--- config.mk ---
export PLATFORM = sky130hd
export DESIGN_NAME = spi_reg_ctrl_flat
export DESIGN_NICKNAME = d
export VERILOG_FILES = /design/src/rtl/spi_reg_ctrl_if.sv /design/src/rtl/spi_reg_ctrl.sv /design/src/flat_wrapper.sv
export SDC_FILE = /design/constraint.sdc
export NUM_CORES = 1
export LEC_CHECK = 0
export CORE_UTILIZATION = 54
export DETAILED_ROUTE_END_ITERATION = 7
export PLACE_DENSITY = 0.85
export SYNTH_ARGS = -nofsm -noshare
export SYNTH_HDL_FRONTEND = slang
export SYNTH_SLANG_ARGS = --single-unit
--- constraint.sdc ---
create_clock -name clk -period 6.55 [get_ports clk]
set_input_delay 1.31 -clock clk [delete_from_list [all_inputs] [get_ports clk]]
set_output_delay 1.31 -clock clk [all_outputs]
set_load 0.005 [all_outputs]
--- src/rtl/spi_reg_ctrl_if.sv ---
// Byte-level handshake bundle: SPI shifter rx/tx bytes plus the single local write requester.
interface spi_reg_ctrl_if;
  logic       frame_active;
  logic       rx_valid;
  logic [7:0] rx_byte;
  logic       tx_req;
  logic [7:0] tx_byte;
  logic       tx_valid;
  logic       loc_req;
  logic [6:0] loc_addr;
  logic [7:0] loc_wdata;
  logic       loc_gnt;

  modport master (
    output frame_active, rx_valid, rx_byte, tx_req,
    output loc_req, loc_addr, loc_wdata,
    input  tx_byte, tx_valid, loc_gnt
  );

  modport slave (
    input  frame_active, rx_valid, rx_byte, tx_req,
    input  loc_req, loc_addr, loc_wdata,
    output tx_byte, tx_valid, loc_gnt
  );
endinterface

--- src/rtl/spi_reg_ctrl.sv ---
// SPI register-bank transaction sequencer: command decode, auto-increment streaming
// reads/writes, whole-byte transmit snapshots and SPI-priority local write arbitration.
module spi_reg_ctrl #(
  parameter int unsigned RW_REG_COUNT = 8,
  parameter int unsigned RO_REG_COUNT = 4
) (
  input  logic                      clk,
  input  logic                      rst,
  spi_reg_ctrl_if.slave             bus,
  output logic [RW_REG_COUNT*8-1:0] rw_data,
  input  logic [RO_REG_COUNT*8-1:0] ro_data,
  output logic                      busy,
  output logic                      err,
  input  logic                      clr_err
);

  localparam int unsigned TOTAL   = RW_REG_COUNT + RO_REG_COUNT;
  localparam logic [7:0]  RW_END  = 8'(RW_REG_COUNT);
  localparam logic [6:0]  LAST    = 7'(TOTAL - 1);

  typedef enum logic [1:0] {IDLE, CMD, WRITE, READ} state_t;

  state_t     state, state_nxt;
  logic [6:0] addr, addr_nxt;
  logic [7:0] rw_q   [RW_REG_COUNT];
  logic [7:0] rw_nxt [RW_REG_COUNT];
  logic [7:0] tx_byte_q, tx_byte_nxt;
  logic       tx_valid_q, tx_valid_nxt;
  logic       rd_first, rd_first_nxt;
  logic       err_q, err_nxt;
  logic       busy_q;

  logic [7:0] rd_byte;
  logic [6:0] addr_inc;
  logic       spi_wr;
  logic       loc_wr;
  logic       err_set;
  logic       loc_gnt_c;

  // SPI owns the bank in any cycle it is writing
  assign loc_gnt_c   = bus.loc_req && !((state == WRITE) && bus.rx_valid);
  assign bus.loc_gnt = loc_gnt_c;

  // Bank read mux; holes above TOTAL read as zero
  always_comb begin
    rd_byte = '0;
    for (int i = 0; i < int'(RW_REG_COUNT); i++) begin
      if (addr == 7'(i)) rd_byte = rw_q[i];
    end
    for (int j = 0; j < int'(RO_REG_COUNT); j++) begin
      if (addr == 7'(int'(RW_REG_COUNT) + j)) rd_byte = ro_data[8*j +: 8];
    end
  end

  // Last bank byte wraps to 0; out-of-range addresses roll over naturally mod 128
  assign addr_inc = (addr == LAST) ? 7'd0 : addr + 7'd1;

  // Next-state and datapath updates
  always_comb begin
    state_nxt    = state;
    addr_nxt     = addr;
    rw_nxt       = rw_q;
    tx_byte_nxt  = tx_byte_q;
    tx_valid_nxt = tx_valid_q;
    rd_first_nxt = 1'b0;
    spi_wr       = 1'b0;
    loc_wr       = 1'b0;
    err_set      = 1'b0;

    case (state)
      IDLE: begin
        if (bus.frame_active) state_nxt = CMD;
      end
      CMD: begin
        if (bus.rx_valid) begin
          addr_nxt = bus.rx_byte[6:0];
          if (bus.rx_byte[7]) begin
            state_nxt    = READ;
            rd_first_nxt = 1'b1;
          end else begin
            state_nxt = WRITE;
          end
        end
      end
      WRITE: begin
        if (bus.rx_valid) begin
          if ({1'b0, addr} < RW_END) spi_wr = 1'b1;
          else                       err_set = 1'b1;
          addr_nxt = addr_inc;
        end
      end
      READ: begin
        if (bus.frame_active && (rd_first || bus.tx_req)) begin
          tx_byte_nxt  = rd_byte;
          tx_valid_nxt = 1'b1;
          addr_nxt     = addr_inc;
        end
      end
      default: state_nxt = IDLE;
    endcase

    // Chip-select release ends the frame from any active state
    if ((state != IDLE) && !bus.frame_active) begin
      state_nxt    = IDLE;
      tx_valid_nxt = 1'b0;
      rd_first_nxt = 1'b0;
    end

    if (loc_gnt_c) begin
      if ({1'b0, bus.loc_addr} < RW_END) loc_wr = 1'b1;
      else                               err_set = 1'b1;
    end

    for (int i = 0; i < int'(RW_REG_COUNT); i++) begin
      if (spi_wr && (addr == 7'(i)))          rw_nxt[i] = bus.rx_byte;
      if (loc_wr && (bus.loc_addr == 7'(i)))  rw_nxt[i] = bus.loc_wdata;
    end

    err_nxt = err_set | (err_q & ~clr_err);
  end

  always_ff @(posedge clk) begin
    if (rst) begin
      state      <= IDLE;
      addr       <= '0;
      rw_q       <= '{default: '0};
      tx_byte_q  <= '0;
      tx_valid_q <= 1'b0;
      rd_first   <= 1'b0;
      err_q      <= 1'b0;
      busy_q     <= 1'b0;
    end else begin
      state      <= state_nxt;
      addr       <= addr_nxt;
      rw_q       <= rw_nxt;
      tx_byte_q  <= tx_byte_nxt;
      tx_valid_q <= tx_valid_nxt;
      rd_first   <= rd_first_nxt;
      err_q      <= err_nxt;
      busy_q     <= (state_nxt != IDLE);
    end
  end

  for (genvar g = 0; g < int'(RW_REG_COUNT); g++) begin : g_flat
    assign rw_data[8*g +: 8] = rw_q[g];
  end

  assign bus.tx_byte  = tx_byte_q;
  assign bus.tx_valid = tx_valid_q;
  assign busy         = busy_q;
  assign err          = err_q;

endmodule

--- src/flat_wrapper.sv ---
// flat-port wrapper written by rule: the top's interface ports become plain ports
module spi_reg_ctrl_flat 
#(
  parameter int unsigned RW_REG_COUNT = 8,
  parameter int unsigned RO_REG_COUNT = 4
)
  (clk, rst, rw_data, ro_data, busy, err, clr_err, bus_frame_active, bus_rx_valid, bus_rx_byte, bus_tx_req, bus_loc_req, bus_loc_addr, bus_loc_wdata, bus_tx_byte, bus_tx_valid, bus_loc_gnt);
  spi_reg_ctrl_if bus_i ();
  input  logic clk;
  input  logic rst;
  output logic [RW_REG_COUNT*8-1:0] rw_data;
  input  logic [RO_REG_COUNT*8-1:0] ro_data;
  output logic busy;
  output logic err;
  input  logic clr_err;
  input wire logic [$bits(bus_i.frame_active)-1:0] bus_frame_active;
  input wire logic [$bits(bus_i.rx_valid)-1:0] bus_rx_valid;
  input wire logic [$bits(bus_i.rx_byte)-1:0] bus_rx_byte;
  input wire logic [$bits(bus_i.tx_req)-1:0] bus_tx_req;
  input wire logic [$bits(bus_i.loc_req)-1:0] bus_loc_req;
  input wire logic [$bits(bus_i.loc_addr)-1:0] bus_loc_addr;
  input wire logic [$bits(bus_i.loc_wdata)-1:0] bus_loc_wdata;
  output wire logic [$bits(bus_i.tx_byte)-1:0] bus_tx_byte;
  output wire logic [$bits(bus_i.tx_valid)-1:0] bus_tx_valid;
  output wire logic [$bits(bus_i.loc_gnt)-1:0] bus_loc_gnt;
  assign bus_i.frame_active = bus_frame_active;
  assign bus_i.rx_valid = bus_rx_valid;
  assign bus_i.rx_byte = bus_rx_byte;
  assign bus_i.tx_req = bus_tx_req;
  assign bus_i.loc_req = bus_loc_req;
  assign bus_i.loc_addr = bus_loc_addr;
  assign bus_i.loc_wdata = bus_loc_wdata;
  assign bus_tx_byte = bus_i.tx_byte;
  assign bus_tx_valid = bus_i.tx_valid;
  assign bus_loc_gnt = bus_i.loc_gnt;
  spi_reg_ctrl #(.RW_REG_COUNT(RW_REG_COUNT), .RO_REG_COUNT(RO_REG_COUNT)) u_core (.clk(clk), .rst(rst), .bus(bus_i), .rw_data(rw_data), .ro_data(ro_data), .busy(busy), .err(err), .clr_err(clr_err));
endmodule
==> metrics <==
Synth cell types=56; Post-CTS Hold Buffers=0; max-cap violation count=0; CP dominant cell by count=clkdlybuf4s50_1; initial core utilization=between 50% and 60%; worst r2r src=u_core.state[0]; Pwr Density=about 190 nW/µm²; Clock Sinks=85; Clock Pin Slew Worst Setup and Hold Paths=0.09 ns; total gr overflow=0; CP startpoint kind=input pin; top cell type by total area after synthesis=dfxtp_1; DR iter-0 viols=543; Final period util=~63%; Ys Warns=0; remaining antenna violation count=0; Hold WS=around 0.49 ns; Net Count, Synth=749; Sw Ratio=between 30% and 40%; first-pass GRT wire length=around 30 mm; dominant synthesized flop cell=dfxtp_1; die height=just over 100 µm; synthesized flop and latch total=85; Post-Route Skew=roughly 0.0093 ns; Post-Syn Area per Cell=slightly below 8 µm²; Psw=approximately 440 µW; Routed WL=between 15 and 20 mm; unrepaired setup endpoints after global routing=no; Worst Reg2Reg Path Length in Cells=7; hold_sp=u_core.bus.tx_valid; max frequency=~240 MHz; largest net degree at the start of global routing=between 50 and 60; clock latency on the worst-skew pair=around 0.38 ns; Fillers=~740; gr usage total=38.7%; dpl hpwl=around 14 mm; share of the synthesized area in the top cell type=between 30% and 40%; via count=between 6000 and 7000; Worst Hold Class=reg2reg; I/O pin cnt=roughly 140; total CTS buffers=9; CP max-delay cell=clkdlybuf4s50_1; hold path endpoint=u_core.bus.tx_valid; Syn Std Cell Area=~5300 µm²; placed cell count=886; post-CTS sizing=0; Combinational Power Share=between 20 and 30%; layout cell share with drive strength beyond 1=6.21%; die area=around 10000 µm²; Max VDD drop=between 0.0001 and 0.00015 V; Hold Path Stages=2; total power=1.32 mW; CP max FO=8; Rows=35; CP bufs+invs=2; worst slew pin tran=~1 ns; WP data arrival=around 2.8 ns; Routed WL per cell=~22 µm; final setup violation count=0; Routability Congestion=0.986; number of buffers inserted by port buffering=around 140; sequential share of power=between 40% and 50%; cell area after layout=6830 µm²; drt drc=0; Nets=between 800 and 900; Setup Fix Bufs, Post-CTS=0; Period minus WS final=~4.1 ns; sequential fraction of the synthesis area=between 30% and 40%; Max-slew headroom=between 30% and 40%; Bufs on Longest Clock Path=2; Crit path required time=~5.2 ns; synth top area cells=dfxtp_1 32%, mux2i_1 7.5%, nor2_1 7.3%, a211oi_1 6.2%, a311oi_2 5.6%; Int Pwr=about 870 µW; critical-path cell list=clkdlybuf4s50_1 > a21boi_0 > clkdlybuf4s50_1; Top Family by Delay on Critical Path=buffers and inverters; Cells after Synth=roughly 680; area delta synth->final=28.2%; Leak Pwr=between 2 and 2.5 nW; n_diodes=0; outcome=finished, final reports clean; antenna violations before repair=0; CTS tree=done; number of global-route vias before repair=about 5500; core footprint=around 9400 µm²; root buf cell=clkbuf_8; slowest stage delay, CP=a little under 0.6 ns; vias per cell=6.70; endpoint class of the critical path=output port; critical path class=in2out; Slew Limit Fails=0; Fin. Hold Viols=0; placement-stage cell area=between 6000 and 7000 µm²; first-pass detailed-route iteration total=5; # H-tree levels=3; count leader, synth=nor2_1; EDFF count, synth=0; R2R setup slack=about 3.5 ns; Total Negative Setup Slacks=0 ns; fin cells=~900; clock power share=~33%; fraction of registers with async set/reset=0%; die width=101 µm; top cells by count, synth=103 x nor2_1, 85 x dfxtp_1, 68 x nand2_1; Reg2Reg Capture Point=u_core.rw_data[30]
## cells by family (layout without fill, tap and decap cells)
logic type	after synthesis	after routing	share of synthesized area, %
AOI/OAI and AO/OA	180	180	26.9
adders and majority gates	8	8	1.88
buffers and inverters	80	174	6.62
DFF	85	85	31.9
muxes	40	40	7.52
and+or+nand+nor	286	286	25.1
## power by group through the flow
stage | clock network [mW] | registers (mW) | logic [mW]
final | 0.429 | 0.548 | 0.339
after global routing | 0.451 | 0.549 | 0.357
after CTS | 0.427 | 0.546 | 0.327
after detailed placement | 0 | 0.558 | 0.325
after global placement | 0 | 0.558 | 0.321
after floorplan | 0 | 0.548 | 0.218
## worst max path at each step
stage                          from                  to  slack [ns]  cells past startpoint
floorplan           bus_loc_addr[6]  u_core.rw_data[22]        3.48                      6
global placement       bus_rx_valid         bus_loc_gnt        2.53                      3
detailed placement     bus_rx_valid         bus_loc_gnt        2.44                      3
CTS                    bus_rx_valid         bus_loc_gnt        2.43                      3
global route           bus_rx_valid         bus_loc_gnt        2.37                      3
finish                 bus_rx_valid         bus_loc_gnt        2.41                      3
## metrics by stage
stage	worst slack [ns]	utilization (%)
after floorplan	3.48	-
final	2.41	72.5
after detailed placement	2.44	70.1
after global placement	2.53	70.1
after CTS	2.43	72.5
after global routing	2.37	72.5
## routing by layer
layer  up-vias  wire length (µm)  track usage, %
li1       2678                 -               -
met1      2853              7760            51.1
met2       445              9000            60.3
met3        67              2360            8.07
met4         0               784            19.0
met5         -                 0               0
## registers in the layout (all words and copies together), names as in the netlist
name                 flops
u_core.bus.tx_byte       8
u_core.err               1
u_core.bus.tx_valid      1
u_core.state             2
u_core.rw_data          64
u_core.addr              7
u_core.rd_first          1
u_core.busy              1
## area by class of cell
| cell class | instances | area, µm² | share of cell area (%) |
|---|---|---|---|
| Timing Repair Buffer | 143 | 1410 | 20.7 |
| Clock inverter | 5 | 83.8 | 1.23 |
| Inverter | 15 | 56.3 | 0.824 |
| Clock buffer | 11 | 141 | 2.07 |
| Multi-Input combinational cell | 514 | 3270 | 47.9 |
| Sequential cell | 85 | 1700 | 24.9 |
| Tap cell | 129 | 161 | 2.36 |
## tightest hold or removal path: cells and delay by family (launching register included)
| family | cells | cell delay, ns |
|---|---|---|
| DFF | 1 | 0.34 |
| and+or+nand+nor | 2 | 0.12 |
## layout by cell type, fill, tap and decap left out, types with 7 or more instances in the layout
cell and n:
a311oi_1 8, mux2i_1 40, inv_1 15, nor2b_1 12, o211ai_1 8, nand4_1 10
nor3_1 18, ha_1 8, a31oi_1 7, nor2_1 103, a311oi_2 20, a21oi_1 26
clkbuf_8 10, o21ai_0 18, a211oi_1 44, nand2_1 68, nand3_1 40, dfxtp_1 85
clkdlybuf4s50_1 136
Note: power is estimated with default switching activity, not from simulation.
